<file path="config.mk">
export PLATFORM = sky130hd
export DESIGN_NAME = sha256_msg_feeder_flat
export DESIGN_NICKNAME = d
export VERILOG_FILES = /design/src/rtl/sha256_msg_feeder_if.sv /design/src/rtl/sha256_msg_feeder.sv /design/src/flat_wrapper.sv
export SDC_FILE = /design/constraint.sdc
export NUM_CORES = 2
export LEC_CHECK = 0
export CAP_MARGIN = 20
export CORE_AREA = 10 10 514 516
export DETAILED_ROUTE_END_ITERATION = 8
export DIE_AREA = 0 0 524 526
export GPL_TIMING_DRIVEN = 0
export PLACE_DENSITY = 0.47
export SLEW_MARGIN = 10
export SYNTH_ARGS = -nofsm -noshare
export SYNTH_HDL_FRONTEND = slang
export SYNTH_SLANG_ARGS = --single-unit
</file>
<file path="constraint.sdc">
create_clock -name clk -period 6.1 [get_ports clk]
set_input_delay 0.915 -clock clk [delete_from_list [all_inputs] [get_ports clk]]
set_output_delay 0.915 -clock clk [all_outputs]
set_load 0.01 [all_outputs]
</file>
<file path="src/rtl/sha256_msg_feeder_if.sv">
// Bus bundle between sha256_msg_feeder and its environment (message source, sha256_core, digest sink).
// With SHA256_FEEDER_BLKCNT_EN defined the bundle also carries block_count.
interface sha256_msg_feeder_if;
    logic [31:0]  in_data;
    logic         in_valid;
    logic         in_last;
    logic [1:0]   in_bytes;
    logic         in_ready;
    logic [511:0] core_data;
    logic [255:0] core_hash_in;
    logic         core_start;
    logic [255:0] core_hash_out;
    logic         core_done;
    logic [255:0] digest;
    logic         digest_valid;
    logic         digest_ready;
    logic         busy;
    logic [2:0]   dbg_state;
`ifdef SHA256_FEEDER_BLKCNT_EN
    logic [31:0]  block_count;
`endif

    // Handshakes: a word moves when in_valid & in_ready at a rising edge; the digest
    // moves when digest_valid & digest_ready at a rising edge. Valid never depends on ready.
    modport slave (
        input  in_data, in_valid, in_last, in_bytes, core_hash_out, core_done, digest_ready,
        output in_ready, core_data, core_hash_in, core_start, digest, digest_valid, busy,
`ifdef SHA256_FEEDER_BLKCNT_EN
        output block_count,
`endif
        output dbg_state
    );

    modport master (
        output in_data, in_valid, in_last, in_bytes, core_hash_out, core_done, digest_ready,
        input  in_ready, core_data, core_hash_in, core_start, digest, digest_valid, busy,
`ifdef SHA256_FEEDER_BLKCNT_EN
        input  block_count,
`endif
        input  dbg_state
    );
endinterface

</file>
<file path="src/rtl/sha256_msg_feeder.sv">
// SHA-256 message padder and block sequencer in front of sha256_core.
// Optional SHA256_FEEDER_BLKCNT_EN adds a free-running block_count of core launches.
module sha256_msg_feeder (
    input  logic                  clk,
    input  logic                  rst,
    sha256_msg_feeder_if.slave    bus
);
    localparam logic [255:0] IV = 256'h6A09E667_BB67AE85_3C6EF372_A54FF53A_510E527F_9B05688C_1F83D9AB_5BE0CD19;

    typedef enum logic [2:0] {S_FILL, S_PAD, S_START, S_WAIT, S_DONE} state_t;

    state_t         state_q;
    logic [3:0]     wi_q;
    logic [63:0]    len_q;
    logic [511:0]   data_q;
    logic [255:0]   chain_q;
    logic [255:0]   digest_q;
    logic           digest_valid_q;
    logic           core_start_q;
    logic           final_q;
    logic           tail_q;
    logic           tail80_q;
    logic [6:0]     pbytes_q;
`ifdef SHA256_FEEDER_BLKCNT_EN
    logic [31:0]    block_count_q;
`endif

    logic [2:0]     nbytes_d;
    logic [31:0]    in_word_d;
    logic [511:0]   blk_pad_d;
    logic [511:0]   blk_tail_d;

    assign nbytes_d = (bus.in_last && bus.in_bytes != 2'd0) ? {1'b0, bus.in_bytes} : 3'd4;

    always_comb begin
        in_word_d = bus.in_data;
        case (nbytes_d)
            3'd1:    in_word_d[23:0] = 24'h0;
            3'd2:    in_word_d[15:0] = 16'h0;
            3'd3:    in_word_d[7:0]  = 8'h0;
            default: ;
        endcase
    end

    // 0x80 marker at byte p, zeros after it; length only fits when p <= 55.
    always_comb begin
        blk_pad_d = data_q;
        for (int b = 0; b < 64; b++) begin
            if (7'(b) == pbytes_q)
                blk_pad_d[511 - 8*b -: 8] = 8'h80;
            else if (7'(b) > pbytes_q)
                blk_pad_d[511 - 8*b -: 8] = 8'h00;
        end
        if (pbytes_q <= 7'd55)
            blk_pad_d[63:0] = len_q;
    end

    assign blk_tail_d = {(tail80_q ? 32'h8000_0000 : 32'h0), 416'h0, len_q};

    always_ff @(posedge clk) begin
        if (rst) begin
            state_q        <= S_FILL;
            wi_q           <= 4'd0;
            len_q          <= 64'd0;
            data_q         <= '0;
            chain_q        <= IV;
            digest_q       <= '0;
            digest_valid_q <= 1'b0;
            core_start_q   <= 1'b0;
            final_q        <= 1'b0;
            tail_q         <= 1'b0;
            tail80_q       <= 1'b0;
            pbytes_q       <= 7'd0;
        end else begin
            core_start_q <= 1'b0;
            case (state_q)
                S_FILL: begin
                    if (bus.in_valid) begin
                        data_q[{~wi_q, 5'b0} +: 32] <= in_word_d;
                        wi_q  <= wi_q + 4'd1;
                        len_q <= len_q + {58'd0, nbytes_d, 3'd0};
                        if (bus.in_last) begin
                            pbytes_q <= {1'b0, wi_q, 2'b00} + {4'b0, nbytes_d};
                            state_q  <= S_PAD;
                        end else if (wi_q == 4'd15) begin
                            final_q      <= 1'b0;
                            core_start_q <= 1'b1;
                            state_q      <= S_START;
                        end
                    end
                end
                S_PAD: begin
                    data_q       <= blk_pad_d;
                    final_q      <= (pbytes_q <= 7'd55);
                    tail_q       <= (pbytes_q > 7'd55);
                    tail80_q     <= (pbytes_q == 7'd64);
                    core_start_q <= 1'b1;
                    state_q      <= S_START;
                end
                S_START: state_q <= S_WAIT;
                S_WAIT: begin
                    if (bus.core_done) begin
                        chain_q <= bus.core_hash_out;
                        wi_q    <= 4'd0;
                        if (final_q) begin
                            digest_q       <= bus.core_hash_out;
                            digest_valid_q <= 1'b1;
                            state_q        <= S_DONE;
                        end else if (tail_q) begin
                            data_q       <= blk_tail_d;
                            final_q      <= 1'b1;
                            tail_q       <= 1'b0;
                            core_start_q <= 1'b1;
                            state_q      <= S_START;
                        end else begin
                            state_q <= S_FILL;
                        end
                    end
                end
                S_DONE: begin
                    if (bus.digest_ready) begin
                        digest_valid_q <= 1'b0;
                        chain_q        <= IV;
                        len_q          <= 64'd0;
                        final_q        <= 1'b0;
                        tail_q         <= 1'b0;
                        tail80_q       <= 1'b0;
                        state_q        <= S_FILL;
                    end
                end
                default: state_q <= S_FILL;
            endcase
        end
    end

`ifdef SHA256_FEEDER_BLKCNT_EN
    // Survives the digest handshake; only rst clears it.
    always_ff @(posedge clk) begin
        if (rst)
            block_count_q <= 32'd0;
        else if (core_start_q)
            block_count_q <= block_count_q + 32'd1;
    end
    assign bus.block_count = block_count_q;
`endif

    assign bus.in_ready     = (state_q == S_FILL);
    assign bus.busy         = (state_q != S_FILL) || (wi_q != 4'd0);
    assign bus.core_data    = data_q;
    assign bus.core_hash_in = chain_q;
    assign bus.core_start   = core_start_q;
    assign bus.digest       = digest_q;
    assign bus.digest_valid = digest_valid_q;
    assign bus.dbg_state    = state_q;
endmodule

</file>
<file path="src/flat_wrapper.sv">
// flat-port wrapper written by rule: the top's interface ports become plain ports
module sha256_msg_feeder_flat 
  (clk, rst, bus_in_data, bus_in_valid, bus_in_last, bus_in_bytes, bus_core_hash_out, bus_core_done, bus_digest_ready, bus_in_ready, bus_core_data, bus_core_hash_in, bus_core_start, bus_digest, bus_digest_valid, bus_busy, bus_dbg_state);
  sha256_msg_feeder_if bus_i ();
  input  logic clk;
  input  logic rst;
  input wire logic [$bits(bus_i.in_data)-1:0] bus_in_data;
  input wire logic [$bits(bus_i.in_valid)-1:0] bus_in_valid;
  input wire logic [$bits(bus_i.in_last)-1:0] bus_in_last;
  input wire logic [$bits(bus_i.in_bytes)-1:0] bus_in_bytes;
  input wire logic [$bits(bus_i.core_hash_out)-1:0] bus_core_hash_out;
  input wire logic [$bits(bus_i.core_done)-1:0] bus_core_done;
  input wire logic [$bits(bus_i.digest_ready)-1:0] bus_digest_ready;
  output wire logic [$bits(bus_i.in_ready)-1:0] bus_in_ready;
  output wire logic [$bits(bus_i.core_data)-1:0] bus_core_data;
  output wire logic [$bits(bus_i.core_hash_in)-1:0] bus_core_hash_in;
  output wire logic [$bits(bus_i.core_start)-1:0] bus_core_start;
  output wire logic [$bits(bus_i.digest)-1:0] bus_digest;
  output wire logic [$bits(bus_i.digest_valid)-1:0] bus_digest_valid;
  output wire logic [$bits(bus_i.busy)-1:0] bus_busy;
  output wire logic [$bits(bus_i.dbg_state)-1:0] bus_dbg_state;
  assign bus_i.in_data = bus_in_data;
  assign bus_i.in_valid = bus_in_valid;
  assign bus_i.in_last = bus_in_last;
  assign bus_i.in_bytes = bus_in_bytes;
  assign bus_i.core_hash_out = bus_core_hash_out;
  assign bus_i.core_done = bus_core_done;
  assign bus_i.digest_ready = bus_digest_ready;
  assign bus_in_ready = bus_i.in_ready;
  assign bus_core_data = bus_i.core_data;
  assign bus_core_hash_in = bus_i.core_hash_in;
  assign bus_core_start = bus_i.core_start;
  assign bus_digest = bus_i.digest;
  assign bus_digest_valid = bus_i.digest_valid;
  assign bus_busy = bus_i.busy;
  assign bus_dbg_state = bus_i.dbg_state;
  sha256_msg_feeder u_core (.clk(clk), .rst(rst), .bus(bus_i));
endmodule
</file>
# Word-level counts from Yosys, hierarchy flattened

Index checks and enable logic that the tools add are counted.

Memories: 0
Bits of input ports: 296
Register bits after elaboration: 1107
Output and inout bits: 1031
Memory bits (read-only): 0
RAM bits: 0
Bits in latches: 0
Word-level logic and storage cells: 561

Add/sub/neg operators: 4
Multiplexer cells: 178
Equality and inequality tests: 145
Multipliers: 0
Bitwise gates (word level): 1
Divide/modulo/power cells: 0
Reduce and logical (&&, ||, !) cells: 90
Shifts and indexed selects: 2
Order comparisons: 66

Operator list:

| operator                  | count |
|---|---|
| $mux 512                  | 4 |
| $pmux 512 s3              | 1 |
| $mux 8                    | 131 |
| $bwmux 512                | 1 |
| $mux 256                  | 2 |
| $pmux 256 s2              | 1 |
| $shift 32x11->512 const A | 1 |
| $shiftx 32x11->512        | 1 |
| $reduce_and 6->1          | 65 |
| $eq 6x7->1 const A        | 32 |
| $gt 6x7->1 const A        | 32 |
| $mux 64                   | 3 |
| $ne 3x1->1 const B        | 56 |
| $pmux 64 s2               | 1 |
| $eq 5x7->1 const A        | 16 |
| $gt 5x7->1 const A        | 16 |
| $add 64x6->64             | 1 |
| $eq 4x7->1 const A        | 8 |
| $gt 4x7->1 const A        | 8 |
| $mux 32                   | 1 |
| $ne 4x1->1 const B        | 8 |
| $eq 3x7->1 const A        | 4 |
| $gt 3x7->1 const A        | 4 |
| $mux 3                    | 7 |
| 38 further kinds          | 82 |

# Depth between registers and ports, before layout

Depth in word-level cells: 10
Mapped depth: 12
Gate-level depth less buffers: 8

# Worst setup path after synthesis

Ideal clock, no wire load.

Kind: in2reg
From: in bus_in_last
To: reg u_core.len_q[60]
Slack: 2.636 ns
Data arrival time: 3.331 ns
Required time: 5.968 ns
Cell stages on the path: 12
Path buffers: 5
Cells stage by stage: clkbuf_1 -> o21ai_1 -> clkbuf_1 -> ha_1 -> nand4_1 -> o211ai_1 -> clkbuf_1 -> nand4_1 -> clkbuf_1 -> clkbuf_1 -> o31ai_1 -> a21oi_1

Word-level cells in the longest chain between the ends: 5

RTL lines:

| what                   | RTL line                | RTL |
|---|---|---|
| start: declaration     | flat_wrapper.sv:9       | `input wire logic [$bits(bus_i.in_last)-1:0] bus_in_last;` |
| $logic_and 1x1->1      | sha256_msg_feeder.sv:33 | `assign nbytes_d = (bus.in_last && bus.in_bytes != 2'd0) ? {1'b0, bus.in_bytes} : 3'd4;` |
| $mux 3                 | sha256_msg_feeder.sv:33 |  |
| $add 64x6->64          | sha256_msg_feeder.sv:81 | `len_q <= len_q + {58'd0, nbytes_d, 3'd0};` |
| $mux 64                | sha256_msg_feeder.sv:78 | `if (bus.in_valid) begin` |
| $pmux 64 s2            | sha256_msg_feeder.sv:76 | `case (state_q)` |
| end signal: assignment | sha256_msg_feeder.sv:81 |  |
| end: declaration       | sha256_msg_feeder.sv:14 | `logic [63:0] len_q;` |

Every way passes these cells. The select of a mux whose other input is x is not followed.
A chain may end at the register's enable or synchronous reset.

# Worst setup path after layout

From: reg u_core.state_q[0], in the netlist u_core.bus.dbg_state[0]
To: reg u_core.data_q[239], in the netlist u_core.bus.core_data[239]

Word-level cells in the longest chain between the ends: 3
Elaborated cells on any way between the ends: 11
Classes of those cells: 7 x eq/ne; 1 x mux; 3 x reduce/logical

RTL lines:

| what                                         | RTL line                 | RTL |
|---|---|---|
| start: declaration                           | sha256_msg_feeder.sv:12  | `state_t state_q;` |
| start signal: assignment                     | sha256_msg_feeder.sv:62  | `state_q <= S_FILL;` |
| start signal: assignment                     | sha256_msg_feeder.sv:84  | `state_q <= S_PAD;` |
| start signal: assignment                     | sha256_msg_feeder.sv:88  | `state_q <= S_START;` |
| $eq 3x1->1 (tied with other cells)           | sha256_msg_feeder.sv:76  |  |
| $ne 3x1->1 (no line) (tied with other cells) | -                        |  |
| $reduce_and 6->1 (no line)                   | -                        |  |
| end signal: indexed assignment               | sha256_msg_feeder.sv:79  | `data_q[{~wi_q, 5'b0} +: 32] <= in_word_d;` |
| end signal: assignment                       | sha256_msg_feeder.sv:93  | `data_q <= blk_pad_d;` |
| end signal: assignment                       | sha256_msg_feeder.sv:110 | `data_q <= blk_tail_d;` |
| end: declaration                             | sha256_msg_feeder.sv:15  | `logic [511:0] data_q;` |

Several ways; a longest one is shown, not always the timed one.

==> run summary <==
outcome -> finished, final reports clean
first-pass GRT wire length -> 445,000 um
critical path cell sequence -> buf_2 -> clkinv_1 -> a221oi_1 -> clkbuf_1 -> clkbuf_1 -> nand3_1 -> a221oi_1 -> nor3_1
Synth area leaders -> dfxtp_1 (54%), nand2_1 (7.1%), a21oi_1 (5.2%), a22oi_1 (5.2%), nor2_1 (4.6%)
gr usage total -> 0.239
asr flop ratio synth -> 0
max-slew headroom at the worst pin -> 0.179
Synth Instances -> 4,653
CTS tree -> built
register-to-register setup slack -> 780 ps
vias in the first global route -> 44,100
non-filler instance count after layout -> 9,695
R2R depth -> 8
Syn Std Cell Area -> 41,000 um2
Syn Nets -> 4,956
reg2reg start -> u_core.bus.dbg_state[0]
routability cong. -> 0.968
Cell variety after synth -> 81
Final Hold Fails -> 0
Peak VDD IR -> 243 uV
full die area -> 276,000 um2
CP Max Fanout -> 10
FMAX -> 0.188 GHz
setup violators final -> 0
Rows -> 185
# H-tree levels -> 4
PD cells -> 287 nW/um2
RR Endpoint -> u_core.bus.core_data[239]
Crit. End Element -> register
DP Worst Slack -> 520 ps
total grt overflow -> 0
Final period util -> 0.871
Routed WL -> 349,000 um
root buf cell -> clkbuf_16
Vias -> 46,300
Pre-antenna DRT Iters -> 8
final setup TNS -> 0 ps
area added between synthesis and finish -> 56.9%
initial antenna violation count -> 71
worst-margin pin slew -> 1230 ps
Remaining DRCs -> 0
Post-CTS Setup Inserts -> 0
worst clock skew -> 51.5 ps
Yosys Warn Count -> 0
Synth top area share -> 0.539
Worst Path Buf+Inv -> 4
Worst Hold End -> u_core.bus.digest[12]
PortBufs -> 1,317
EDFF count, synth -> 0
Reg clk slew, reported paths -> 60 ps
final worst setup slack -> 784 ps
worst hold path cell count -> 2
Worst path top cell family by delay -> buffers and inverters
final design utilization -> 0.254
Syn Area/Cell -> 8.81 um2
via/cell ratio -> 4.78
CTS Hold Bufs -> 0
Overall Power -> 18.5 mW
Initial Util -> 0.162
Crit-path slowest cell -> a221oi_1
most used flip-flop cell after synthesis -> dfxtp_1
CP startpoint kind -> register
Synth area leader -> dfxtp_1
MaxCap Viol Count -> 0
clock sink count -> 1,104
Tightest Hold Check Type -> reg2reg
Core ar. -> 253,000 um2
DP HPWL -> 290,000 um
antenna viol nets, final -> 0
WP data required -> 6760 ps
cts repair resizes -> 0
Hold Path Origin -> u_core.bus.digest[12]
CTS Buf Count -> 138
proportion of layout cells with a drive suffix above 1 -> 0.0628
Nets -> 6,485
crit path time final -> 5320 ps
Leak -> 20.9 nW
WL per Instance -> 36.0 um
crit path kind -> reg2reg
pin count of the biggest net entering global routing -> 17
clock latency on the worst-skew pair -> 840 ps
Die Y-Extent -> 526 um
placed cells -> 9,398
io pins -> 1,327
RSZ-0062 raised after global routing -> false
Final Max Slew Viols -> 0
CP max stage delay -> 1150 ps
flop and latch count out of synthesis -> 1,104
critical path arrival -> 5980 ps
sequential area share after synthesis -> 0.539
clock buffer depth -> 3
DIE WIDTH -> 524 um
DR iter-0 viols -> 4,995
[per-stage QoR]
stage | hold slack (ps) | cell area, um2
after global routing | 470 | 64200
after global placement | 444 | 58400
after floorplan | 444 | 41000
after CTS | 454 | 64100
after detailed placement | 447 | 59400
final | 454 | 64300
[synth_stat cells, types with 20 or more instances]
master and n:
nor2_1 499, or4_1 20, a32oi_1 91, o21ai_0 85
o22ai_1 136, clkbuf_1 377, buf_1 30, or3_1 25
a22o_1 118, nor3_1 71, a311oi_1 22, nand2_1 773
a32o_1 38, nand4_1 32, inv_1 28, and2_1 30
a22oi_1 282, a221oi_1 33, a211oi_1 69, o31ai_1 20
nand3_1 63, nor2b_1 29, dfxtp_1 1104, a21oi_1 425
[final cells by class]
class                      count  area [um2]
clock inverter                63         866
buffer                       419        1640
inverter                      29         109
sequential                  1104       22100
fill                       27500      189000
antenna                       38        95.1
timing repair buffer        1389       14100
multi-input combinational   3101       17300
clock buffer                 186        3850
tap                         3366        4210
[where the power goes]
part	leakage [nW]	internal, mW	switching [mW]	total [mW]
clock network	2.28	4.90	3.73	8.63
registers	8.91	7.33	0.0848	7.41
logic	9.74	0.682	1.75	2.43
[sequential cells by signal (all words and copies together) (netlist names)]
signal and flops:
u_core.wi_q 4, u_core.bus.digest 256, u_core.bus.core_hash_in 256, u_core.bus.core_data 512, u_core.bus.core_start 1, u_core.len_q 61
u_core.tail80_q 1, u_core.final_q 1, u_core.pbytes_q 7, u_core.bus.digest_valid 1, u_core.bus.dbg_state 3, u_core.tail_q 1
[layer usage]
metal / global-route usage / wire length, um / vias up
met5: 0 / 239 / -
met4: 0.118 / 19900 / 34
met3: 0.0738 / 32200 / 569
met2: 0.409 / 167000 / 2698
met1: 0.267 / 129000 / 23100
li1: - / - / 19900
[tightest hold or removal path: stages, from the launching register on]
cell and delay, ps:
dfxtp_1 310, nand2_1 50, a21oi_1 50
[cell families (layout without fill, tap and decap cells)]
group           count (synthesis)  after routing  synth area share
simple gates                 1643           1643             0.173
compound gates               1423           1423             0.238
flops                        1104           1104             0.539
buf+inv                       448           2086            0.0414
xor+xnor                       24             24           0.00513
fa+ha+maj                       7              7           0.00214
mux                             4              4          0.000977
other cells                     0             38                 0
[placed cells by master, fill, tap and decap left out, types with 19 or more instances in the layout]
master	count
a21oi_1	422
a32oi_1	91
or4_1	20
a22o_1	118
a32o_1	38
o21ai_0	84
dfxtp_1	1104
and2_1	30
clkbuf_8	20
a221oi_1	33
clkdlybuf4s50_1	1317
clkbuf_16	139
inv_1	28
buf_2	21
o22ai_1	136
nand4_1	32
nor2b_1	29
a22oi_1	282
clkbuf_1	366
diode_2	38
nand2_1	773
o31ai_1	19
a311oi_1	22
buf_1	25
nor3_1	66
clkinv_2	26
nand3_1	63
clkbuf_2	40
a211oi_1	67
or3_1	25
nor2_1	496
[worst max path at each step]
stage	cells after the start	start	slack, ps	end
after floorplan	12	bus_in_last	2640	u_core.len_q[60]
after global placement	8	bus_core_done	-1120	u_core.bus.digest[255]
after detailed placement	8	bus_core_done	520	u_core.bus.core_data[239]
after CTS	8	u_core.bus.dbg_state[0]	1000	u_core.bus.core_data[239]
after global routing	8	u_core.bus.dbg_state[0]	930	u_core.bus.core_data[239]
final	8	u_core.bus.dbg_state[0]	780	u_core.bus.core_data[239]
(Power assumes the default switching activity.)
